==> src/rtl/tcb_pkg.sv <==
// Shared TCB library types and elaboration-time parameter checks.
// TCB_RSP_T builds the per-stage response tag for a given data width.
`ifndef TCB_RSP_T
`define TCB_RSP_T(dat) struct packed { logic act; logic wen; logic [(dat)-1:0] rdt; logic err; }
`endif

package tcb_pkg;

  // Request-tracking tag: a transfer happened, and whether it was a write.
  typedef struct packed {
    logic act;
    logic wen;
  } tcb_trk_t;

  function automatic bit tcb_dly_ok(input int dly_sub, input int dly_man);
    return (dly_man >= 0) && (dly_man <= dly_sub);
  endfunction

  function automatic bit tcb_pow2(input int n);
    return (n > 0) && ((n & (n - 1)) == 0);
  endfunction

endpackage

==> src/rtl/tcb_lib_delay_line.sv <==
// Generic DEPTH-stage shift register of any packed type; DEPTH=0 is a wire.
// Shifts every cycle with no stall, so latency is exactly DEPTH cycles.
module tcb_lib_delay_line #(
  parameter int  DEPTH = 1,
  parameter type T     = logic
) (
  input  logic clk,
  input  logic rst,
  input  T     din,
  output T     dout
);

  if (DEPTH == 0) begin : g_bypass
    logic unused_clk_rst;
    assign unused_clk_rst = clk ^ rst;
    assign dout = din;
  end else begin : g_shift
    T stg [DEPTH];

    always_ff @(posedge clk or negedge rst) begin
      if (!rst) begin
        for (int i = 0; i < DEPTH; i++) stg[i] <= '0;
      end else begin
        stg[0] <= din;
        for (int i = 1; i < DEPTH; i++) stg[i] <= stg[i-1];
      end
    end

    assign dout = stg[DEPTH-1];
  end

endmodule

==> src/rtl/tcb_lib_delay_adapter.sv <==
// Retimes subordinate responses (DLY_MAN) to the fixed DLY_SUB the manager expects.
// Requests pass straight through; the response line never stalls.
module tcb_lib_delay_adapter
  import tcb_pkg::*;
#(
  parameter int DLY_SUB = 2,
  parameter int DLY_MAN = 1,
  parameter int UNT     = 8,
  parameter int ADR     = 32,
  parameter int DAT     = 32
) (
  input  logic                         clk,
  input  logic                         rst,
  input  logic                         sub_vld,
  output logic                         sub_rdy,
  input  logic                         sub_wen,
  input  logic [ADR-1:0]               sub_adr,
  input  logic [DAT/UNT-1:0]           sub_ben,
  input  logic [DAT-1:0]               sub_wdt,
  output logic [DAT-1:0]               sub_rdt,
  output logic                         sub_err,
  output logic                         man_vld,
  input  logic                         man_rdy,
  output logic                         man_wen,
  output logic [ADR-1:0]               man_adr,
  output logic [DAT/UNT-1:0]           man_ben,
  output logic [DAT-1:0]               man_wdt,
  input  logic [DAT-1:0]               man_rdt,
  input  logic                         man_err,
  output logic [$clog2(DLY_SUB+1)-1:0] cnt
);

  localparam int CW = $clog2(DLY_SUB+1);
  localparam int L  = DLY_SUB - DLY_MAN;

  if (!tcb_dly_ok(DLY_SUB, DLY_MAN)) begin : g_bad_dly
    $fatal(1, "tcb_lib_delay_adapter: DLY_MAN must not exceed DLY_SUB");
  end
  if (!tcb_pow2(DAT / UNT) || (DAT % UNT) != 0) begin : g_bad_dat
    $fatal(1, "tcb_lib_delay_adapter: DAT/UNT must be a power of 2");
  end

  typedef `TCB_RSP_T(DAT) rsp_t;

  logic     trn;
  tcb_trk_t trk_in, trk_m;
  rsp_t     rsp_in, rsp_o;

  assign man_vld = sub_vld;
  assign man_wen = sub_wen;
  assign man_adr = sub_adr;
  assign man_ben = sub_ben;
  assign man_wdt = sub_wdt;
  assign sub_rdy = man_rdy;
  assign trn     = sub_vld & man_rdy;

  assign trk_in = '{act: trn, wen: sub_wen};

  tcb_lib_delay_line #(.DEPTH(DLY_MAN), .T(tcb_trk_t)) u_trk (
    .clk  (clk),
    .rst  (rst),
    .din  (trk_in),
    .dout (trk_m)
  );

  // Untagged cycles carry all-zero payload so stale bus data never enters the line.
  always_comb begin
    rsp_in     = '0;
    rsp_in.act = trk_m.act;
    if (trk_m.act) begin
      rsp_in.wen = trk_m.wen;
      rsp_in.rdt = man_rdt;
      rsp_in.err = man_err;
    end
  end

  tcb_lib_delay_line #(.DEPTH(L), .T(rsp_t)) u_rsp (
    .clk  (clk),
    .rst  (rst),
    .din  (rsp_in),
    .dout (rsp_o)
  );

  assign sub_rdt = (rsp_o.act && !rsp_o.wen) ? rsp_o.rdt : '0;
  assign sub_err = rsp_o.act & rsp_o.err;

  always_ff @(posedge clk or negedge rst) begin
    if (!rst) begin
      cnt <= '0;
    end else begin
      case ({trn, rsp_o.act})
        2'b10:   cnt <= cnt + CW'(1);
        2'b01:   cnt <= cnt - CW'(1);
        default: cnt <= cnt;
      endcase
    end
  end

  a_cnt_no_underflow: assert property (@(posedge clk) disable iff (!rst)
    !(rsp_o.act && !trn && cnt == '0));
  a_cnt_no_overflow: assert property (@(posedge clk) disable iff (!rst)
    !(trn && !rsp_o.act && cnt == CW'(DLY_SUB)));

endmodule

==> config.mk <==
export PLATFORM = sky130hd
export DESIGN_NAME = tcb_lib_delay_adapter
export DESIGN_NICKNAME = d
export VERILOG_FILES = /design/src/rtl/tcb_pkg.sv /design/src/rtl/tcb_lib_delay_line.sv /design/src/rtl/tcb_lib_delay_adapter.sv
export SDC_FILE = /design/constraint.sdc
export NUM_CORES = 1
export LEC_CHECK = 0
export CORE_MARGIN = 5
export CORE_UTILIZATION = 31
export DETAILED_ROUTE_END_ITERATION = 16
export GPL_TIMING_DRIVEN = 0
export HOLD_SLACK_MARGIN = 0.1
export PLACE_DENSITY = 0.86
export SLEW_MARGIN = 20
export SYNTH_ARGS = -nofsm -noshare
export SYNTH_HDL_FRONTEND = slang
export SYNTH_SLANG_ARGS = --single-unit
==> constraint.sdc <==
create_clock -name clk -period 2.8 [get_ports clk]
set_clock_uncertainty 0.2 [all_clocks]
set_input_delay 0.56 -clock clk [delete_from_list [all_inputs] [get_ports clk]]
set_output_delay 0.56 -clock clk [all_outputs]
set_load 0.01 [all_outputs]
==> results of run 1 <==
[sequential cells by signal, summed over array words and instances, names as in the netlist]
name	flops
cnt	2
u_rsp.dout	35
u_trk.dout	2
[power by group through the flow]
stage	sequential (mW)	combinational [mW]	clock [mW]
2_1_floorplan	0.633	0.159	0
3_3_place_gp	0.628	0.384	0
3_5_place_dp	0.629	0.395	0
4_1_cts	0.618	0.397	0.371
5_1_grt	0.621	0.418	0.396
6_report	0.617	0.389	0.354
[critical path, stage by stage (launching register included)]
cell and delay, ns:
dfrtp_1 0.38, nor2b_4 0.18, clkbuf_2 0.20, and2_1 0.15, clkdlybuf4s50_1 0.57
[layout make-up]
cell class	instances	area (um^2)
buffer	77	559.3
clock buffer	5	68.82
clock inverter	3	15.01
fill	561	2688
inverter	1	3.754
multi-input combinational	74	479.2
sequential	39	975.9
tap	77	96.34
timing repair buffer	145	1464
[metal layers]
metal | wire length (um) | track usage [%] | up-vias | part of all wire (%)
met5 | 0 | 0 | - | 0
met4 | 137 | 5.211 | 0 | 2.4
met3 | 820 | 6.167 | 15 | 14
met2 | 3119 | 25.85 | 116 | 55
met1 | 1587 | 11.12 | 766 | 28
li1 | - | - | 801 | -
[metrics by stage]
step | hold slack [ns] | std cells | utilization [%] | cell area, um^2
2_1_floorplan | 0.06441 | 191 | - | 2018
3_3_place_gp | 0.2422 | 411 | 55.84 | 3546
3_5_place_dp | 0.2444 | 412 | 56.20 | 3568
4_1_cts | 0.2617 | 421 | 57.67 | 3662
5_1_grt | 0.2772 | 421 | 57.67 | 3662
6_report | 0.2582 | 421 | 57.67 | 3662
[cell usage after synthesis]
cell type,count
clkbuf_1,3
nor2_1,1
clkbuf_2,3
ha_1,1
xnor2_1,2
buf_4,71
nor2b_4,1
xor2_1,1
dfrtp_1,39
inv_1,1
nand2_1,1
and2_1,67
[final timing paths]
path                           startpoint        endpoint  slack (ns)  depth (start not counted)
min reg2reg                 u_trk.dout[0]  u_rsp.dout[33]        0.26                          1
min                         u_trk.dout[0]  u_rsp.dout[33]        0.26                          1
max                        u_rsp.dout[34]     sub_rdt[24]        0.27                          4
min in group asynchronous             rst  u_rsp.dout[14]        0.53                          2
max in group asynchronous             rst          cnt[0]        1.43                          3
max reg2reg                u_rsp.dout[34]          cnt[1]        1.54                          3
[cells by family after synthesis]
logic type,count (synthesis)
buf+inv,78
simple gates,70
flops,39
xor+xnor,3
fa+ha+maj,1
[timing repair]
item / in CTS / in global routing
buffers inserted: 0 / 0
hold buffers: 1 / 0
hold endpoints to repair: 15 / 0
==> results.py, run 1 <==
metrics = {
    "pwr": {
        "power_frac_comb_pct": 28.6,
        "switching_share_pct": 23.90,
        "seqPwrFrac_pct": 45.4,
        "power.density_nw_per_um2": 371.2,
        "internal-power_mw": 1.035,
        "p_leak_nw": 1.710,
        "pwr-share-clk_pct": 26.0,
        "vdd_ir_drop_max_mv": 0.3138,
        "finalPower_mw": 1.359,
        "power_switching_mw": 0.3249,
    },
    "setup_path": {
        "crit_fanout": 10,
        "start_kind": "register",
        "crit_type": "register to output pin",
        "cp.required_ns": 2.04,
        "arrival_ns": 1.77,
        "cp-end-kind": "output pin",
    },
    "cts": {
        "numCtsBuffers": 5,
        "cts_root_buf": "clkbuf_8",
        "htreeDepth": 2,
        "cts_tree": "yes",
        "clock_latency_ns": 0.29,
        "clock_sinks": 39,
        "clk_pin_slew_worst_paths_ns": 0.07,
        "cts_resized": 0,
        "cts.path.max_buffers": 2,
    },
    "placement": {
        "place_congestion": 0.7207,
        "dpl_worst_slack_ns": 0.3601,
        "io_buffers": 143,
        "hpwl_um": 4978,
    },
    "layout": {
        "drive_gt1_share_pct": 24.71,
        "synthToLayoutAreaGrowth_pct": 81.46,
        "diodes": 0,
        "fin_nets": 450,
        "mostFrequentLayoutCells": "clkdlybuf4s50_1, buf_4, and2_1",
        "layout_commonest_cell": "clkdlybuf4s50_1",
    },
    "detailed_routing": {
        "vias": 1698,
        "drt_iter0_drc": 37,
        "drc": 0,
        "drtAntennaViolNets": 0,
        "vias_per_cell": 4.033,
        "wl_per_cell_um": 13.45,
        "first_pass_iters": 3,
        "drt-total-wl_um": 5664,
    },
    "min_path": {
        "hp-class": "register to register",
    },
    "timing": {
        "finalSetupViolations": 0,
        "tightest_slew_ns": 0.4100,
        "hold_viol": 0,
        "period_needed_ns": 2.529,
        "rsz0062_at_grt": "no",
        "relSlewSlack_pct": 72.66,
        "setup_tns_ns": 0,
        "report.final.slew_viol_count": 0,
        "max_freq_mhz": 395.4,
        "fin_ws_ns": 0.2709,
        "layout_worst_path_cycle_share_pct": 90.32,
    },
    "logic_synthesis": {
        "yosysWarningCount": 0,
        "synthesis.area_um2": 2018,
        "ys_seq_area_share_pct": 48.36,
        "synth.top_cell.area_share_pct": 48.36,
        "synth_area_leaders": "dfrtp_1, buf_4, and2_1",
        "synth-compound-area-share_pct": 0,
        "synth_cell_types": 12,
        "synth_cells": 191,
        "synth_xor_area_share_pct": 1.302,
        "synthAdderAreaFrac_pct": 0.6200,
        "postSynthAreaPerCell_um2": 10.57,
        "synthMuxAreaShare_pct": 0,
        "syn-num-nets": 298,
        "ys_ff_latch": 39,
        "yosysTopAreaCell": "dfrtp_1",
        "synth_top_family_by_area": "buffers and inverters",
        "synth-simple-area-share_pct": 21.82,
    },
    "grt": {
        "grt_pass1_vias": 1835,
        "antenna_found_initial": 0,
        "grt_pass1_wl_um": 8804,
        "grt-ovfl-total": 0,
        "grt_max_degree": 25,
        "grt_use_total_pct": 13.19,
    },
    "floorplanning": {
        "io_pins": 212,
        "die_x_um": 90.69,
        "core_um2": 6350,
        "die_h_um": 90.69,
        "die_area_um2": 8224,
        "initial_core_util_pct": 31.78,
        "rows": 29,
    },
    "job": {
        "max_cap_viol_count": 0,
    },
    "run_status": {
        "outcome": "finished clean",
    },
}
Note: power is estimated with default switching activity, not from simulation.
==> inputs of run 2 (changes only) <==
==> constraint.sdc (replaced) <==
create_clock -name clk -period 2.8 [get_ports clk]
set_clock_uncertainty 0.2 [all_clocks]
set_input_delay 0.56 -clock clk [delete_from_list [all_inputs] [get_ports clk]]
set_output_delay 0.56 -clock clk [all_outputs]
set_load 0.05 [all_outputs]
==> results.py, run 2 (synthesized netlist as in run 1, its figures left out) <==
metrics = {
    "run_status": {
        "outcome": "finished clean",
    },
    "grt": {
        "gr-usage-met2_pct": 25.85,
        "grt_pass1_wl_um": 8818,
        "grt_pass1_vias": 1835,
        "top_usage_layer": "met2",
        "met3_usage_pct": 6.167,
        "met1_usage_pct": 11.17,
        "grt-ovfl-total": 0,
        "grt_max_degree": 25,
        "antenna_found_initial": 0,
        "grt_use_total_pct": 13.21,
    },
    "layout": {
        "multiInputGateArea_um2": 479.2,
        "largest_reg_flops": 35,
        "mostFrequentLayoutCells": "clkdlybuf4s50_1, buf_4, and2_1",
        "fin_nets": 450,
        "register_area_um2": 975.9,
        "final_cells": 421,
        "drive_gt1_share_pct": 24.71,
        "synthToLayoutAreaGrowth_pct": 80.16,
        "layout_commonest_cell": "clkdlybuf4s50_1",
        "nFillCells": 573,
        "diodes": 0,
    },
    "job": {
        "max_cap_viol_count": 0,
    },
    "detailed_routing": {
        "vias": 1700,
        "drtAntennaViolNets": 0,
        "drt-total-wl_um": 5670,
        "wl_per_cell_um": 13.47,
        "vias_per_cell": 4.038,
        "first_pass_iters": 3,
        "drc": 0,
        "drt_iter0_drc": 34,
    },
    "cts": {
        "clock_latency_ns": 0.29,
        "htreeDepth": 2,
        "cts_tree": "yes",
        "post_cts_buffers": 0,
        "cts_root_buf": "clkbuf_8",
        "numCtsBuffers": 5,
        "clock_sinks": 39,
        "clk_pin_slew_worst_paths_ns": 0.07,
        "cts.path.max_buffers": 2,
    },
    "timing": {
        "max_freq_mhz": 370.6,
        "setup_tns_ns": 0,
        "hold_viol": 0,
        "relSlewSlack_pct": 64.18,
        "rsz0062_at_grt": "no",
        "report.final.slew_viol_count": 0,
        "period_needed_ns": 2.698,
        "tightest_slew_ns": 0.5394,
        "finalSetupViolations": 0,
        "layout_worst_path_cycle_share_pct": 96.37,
    },
    "placement": {
        "io_buffers": 143,
        "place_congestion": 0.7207,
        "hpwl_um": 4978,
        "dp_cells": 412,
    },
    "setup_path": {
        "arrival_ns": 1.94,
        "crit_fanout": 2,
        "cp.required_ns": 2.04,
        "crit_type": "primary input to output pin",
        "cp-end-kind": "output pin",
        "start_kind": "primary input",
    },
    "floorplanning": {
        "io_pins": 212,
        "rows": 29,
        "core_um2": 6350,
        "die_h_um": 90.69,
        "die_area_um2": 8224,
        "initial_core_util_pct": 31.78,
        "die_x_um": 90.69,
    },
    "pwr": {
        "finalPower_mw": 1.587,
        "vdd_ir_drop_max_mv": 0.3321,
        "power.density_nw_per_um2": 436.5,
        "p_leak_nw": 1.891,
    },
    "min_path": {
        "hp-class": "register to register",
    },
}
[run 2: cell count changes in the layout (fill, tap and decap cells not counted), sizes merged]
cell,delta
dlymetal6s2s,+3
dlygate4sd2,+27
clkdlybuf4s50,-30
[run 2: report_power, final]
| part | total (mW) | leakage (nW) | internal (mW) | switching (mW) |
|---|---|---|---|---|
| Combinational | 0.616 | 1.33 | 0.260 | 0.356 |
| Clock | 0.354 | 0.0477 | 0.170 | 0.184 |
| Sequential | 0.617 | 0.518 | 0.599 | 0.0180 |
| Total | 1.59 | 1.89 | 1.03 | 0.558 |
[run 2: timing repair]
item / in CTS / in global routing
endpoints found under the hold margin: 15 / 0
setup endpoints to repair: 27 / 3
hold buffers: 1 / 0
resized for setup: 27 / 3
[run 2: critical path, stage by stage]
cell	delay [ns]
clkdlybuf4s50_1	0.48
buf_4	0.10
clkdlybuf4s50_1	0.79
[run 2: path summary, 6_finish.rpt]
kind,from,end,slack (ns),cells past startpoint
worst max-delay path,sub_vld,man_vld,0.10,3
max in group asynchronous,rst,cnt[0],1.43,3
min in group asynchronous,rst,u_rsp.dout[14],0.53,2
worst max register to register,u_rsp.dout[34],cnt[1],1.54,3
worst min register to register,u_trk.dout[0],u_rsp.dout[33],0.26,1
worst min-delay path,u_trk.dout[0],u_rsp.dout[33],0.26,1
[run 2: layout make-up]
class,instances,share of cell area (%)
multi-input cells,74,13.18
clock buffers,5,1.893
flip-flops and latches,39,26.84
well taps,77,2.650
plain buffers,77,15.38
inverters,1,0.1032
clock inverters,3,0.4129
repair buffers,145,39.54
[run 2: through the flow]
step / util (%) / hold WS (ns) / worst slack [ns] / area, um^2
final: 57.26 / 0.2581 / 0.1018 / 3636
after global routing: 57.26 / 0.2772 / 0.07288 / 3636
after CTS: 57.14 / 0.2617 / 0.001210 / 3628
after detailed placement: 56.20 / 0.2444 / 0.09307 / 3568
after global placement: 55.84 / 0.2422 / 0.1045 / 3546
after floorplan: - / 0.06441 / 0.9446 / 2018
[run 2: routing by layer]
layer | wire length [um] | up-vias
met5 | 0 | -
met4 | 137 | 0
met3 | 820 | 15
met2 | 3118 | 116
met1 | 1594 | 768
li1 | - | 801
==> inputs of run 3 (changes only) <==
--- a/config.mk
+++ b/config.mk
@@ -5,12 +5,12 @@
 export SDC_FILE = /design/constraint.sdc
 export NUM_CORES = 1
 export LEC_CHECK = 0
-export CORE_MARGIN = 5
-export CORE_UTILIZATION = 31
+export CORE_AREA = 5 5 80 82
 export DETAILED_ROUTE_END_ITERATION = 16
+export DIE_AREA = 0 0 85 87
+export DONT_BUFFER_PORTS = 1
 export GPL_TIMING_DRIVEN = 0
 export HOLD_SLACK_MARGIN = 0.1
-export PLACE_DENSITY = 0.86
 export SLEW_MARGIN = 20
 export SYNTH_ARGS = -nofsm -noshare
 export SYNTH_HDL_FRONTEND = slang
==> constraint.sdc (replaced) <==
create_clock -name clk -period 2.9 [get_ports clk]
set_clock_uncertainty 0.2 [all_clocks]
set_input_delay 0.58 -clock clk [delete_from_list [all_inputs] [get_ports clk]]
set_output_delay 0.58 -clock clk [all_outputs]
set_load 0.05 [all_outputs]
==> results.py, run 3 (synthesized netlist as in run 1, its figures left out) <==
metrics = {
    "run_status": {
        "outcome": "finished clean",
    },
    "setup_path": {
        "cp.required_ns": 2.12,
        "slowest_delay_ns": 0.49,
        "crit_slowest_cell": "and2_1",
        "crit_type": "register to output pin",
        "crit_fanout": 10,
        "arrival_ns": 1.57,
        "path_buf_inv": 1,
        "crit_path_cell_trace": "nor2b_4 > clkbuf_2 > and2_1",
        "cp-end-kind": "output pin",
        "crit_family": "simple AND/OR/NAND/NOR gates",
        "start_kind": "register",
    },
    "pwr": {
        "power.density_nw_per_um2": 612.4,
        "vdd_ir_drop_max_mv": 0.2814,
        "finalPower_mw": 1.371,
        "p_leak_nw": 1.168,
    },
    "timing": {
        "tightest_slew_ns": 0.5804,
        "rsz0062_at_grt": "no",
        "max_freq_mhz": 425.5,
        "finalSetupViolations": 0,
        "period_needed_ns": 2.350,
        "layout_worst_path_cycle_share_pct": 81.04,
        "hold_viol": 0,
        "report.final.slew_viol_count": 0,
        "relSlewSlack_pct": 61.58,
        "fin_ws_ns": 0.5497,
        "whs_ns": 0.2160,
        "setup_tns_ns": 0,
    },
    "floorplanning": {
        "core_um2": 5675,
        "rows": 28,
        "initial_core_util_pct": 35.56,
        "io_pins": 212,
        "die_h_um": 87,
        "die_x_um": 85,
        "die_area_um2": 7395,
    },
    "grt": {
        "grt_max_degree": 40,
        "grt_pass1_wl_um": 6237,
        "grt_pass1_vias": 1225,
        "grt_use_total_pct": 10.96,
        "antenna_found_initial": 1,
        "grt-ovfl-total": 0,
    },
    "cts": {
        "numCtsBuffers": 5,
        "cts_resized": 0,
        "cts.path.max_buffers": 2,
        "clk_pin_slew_worst_paths_ns": 0.08,
        "htreeDepth": 2,
        "clock_sinks": 39,
        "cts_root_buf": "clkbuf_8",
        "cts_tree": "yes",
        "cts_hold_buf": 2,
        "clock_latency_ns": 0.28,
        "post_cts_buffers": 0,
    },
    "layout": {
        "nFillCells": 561,
        "final_util_pct": 39.44,
        "final_area_um2": 2238,
        "synthToLayoutAreaGrowth_pct": 10.91,
        "fin_nets": 308,
        "drive_gt1_share_pct": 41.58,
        "largest_reg_flops": 35,
        "layout_commonest_cell": "buf_4",
        "final_cells": 278,
        "mostFrequentLayoutCells": "buf_4, and2_1, dfrtp_1",
    },
    "placement": {
        "hpwl_um": 3763,
        "dpl_worst_slack_ns": 0.8223,
        "dp_cells": 266,
        "io_buffers": 0,
        "detailed_place.area_um2": 2112,
        "place_congestion": 0.6117,
    },
    "detailed_routing": {
        "vias_per_cell": 4.219,
        "drc": 0,
        "drtAntennaViolNets": 0,
        "vias": 1173,
        "wl_per_cell_um": 16.74,
        "drt_iter0_drc": 26,
        "first_pass_iters": 4,
        "drt-total-wl_um": 4655,
    },
    "min_path": {
        "hp-class": "primary input to register",
    },
    "job": {
        "max_cap_viol_count": 0,
    },
}
[run 3: power breakdown]
group	switching (mW)	total (mW)	leakage, nW	internal, mW
Combinational	0.268	0.369	0.602	0.102
Sequential	0.0731	0.650	0.518	0.577
Clock	0.187	0.351	0.0477	0.165
[run 3: metal layers]
metal	vias up	GRT usage [%]	wire, um
met5	-	0	0
met4	0	3.885	36
met3	4	5.298	590
met2	97	19.28	2511
met1	554	11.38	1516
li1	518	-	-
[run 3: area by class of cell]
| class | instances | area [um^2] | share of cell area [%] |
|---|---|---|---|
| sequential | 39 | 975.9 | 43.60 |
| clock inverter | 3 | 15.01 | 0.6708 |
| inverter | 1 | 3.754 | 0.1677 |
| buffer | 77 | 559.3 | 24.99 |
| tap | 75 | 93.84 | 4.192 |
| clock buffer | 5 | 68.82 | 3.074 |
| timing repair buffer | 3 | 40.04 | 1.789 |
| antenna | 1 | 2.502 | 0.1118 |
| multi-input combinational | 74 | 479.2 | 21.41 |
[run 3: worst paths after layout]
path	start	slack, ns	to	depth (start not counted)
setup / recovery	u_rsp.dout[34]	0.55	sub_rdt[23]	3
hold / removal	man_rdt[30]	0.22	u_rsp.dout[31]	1
setup reg to reg	cnt[0]	1.51	cnt[1]	3
hold reg to reg	u_trk.dout[0]	0.25	u_rsp.dout[33]	1
max in group asynchronous	rst	1.75	u_rsp.dout[22]	2
min in group asynchronous	rst	0.55	u_rsp.dout[10]	2
[run 3: worst register-to-register path: cells and delay by family, from the launching register on]
| kind | cells | cell delay (ns) |
|---|---|---|
| flip-flops | 1 | 0.69 |
| XOR/XNOR | 2 | 0.31 |
| AND/OR/NAND/NOR | 1 | 0.07 |
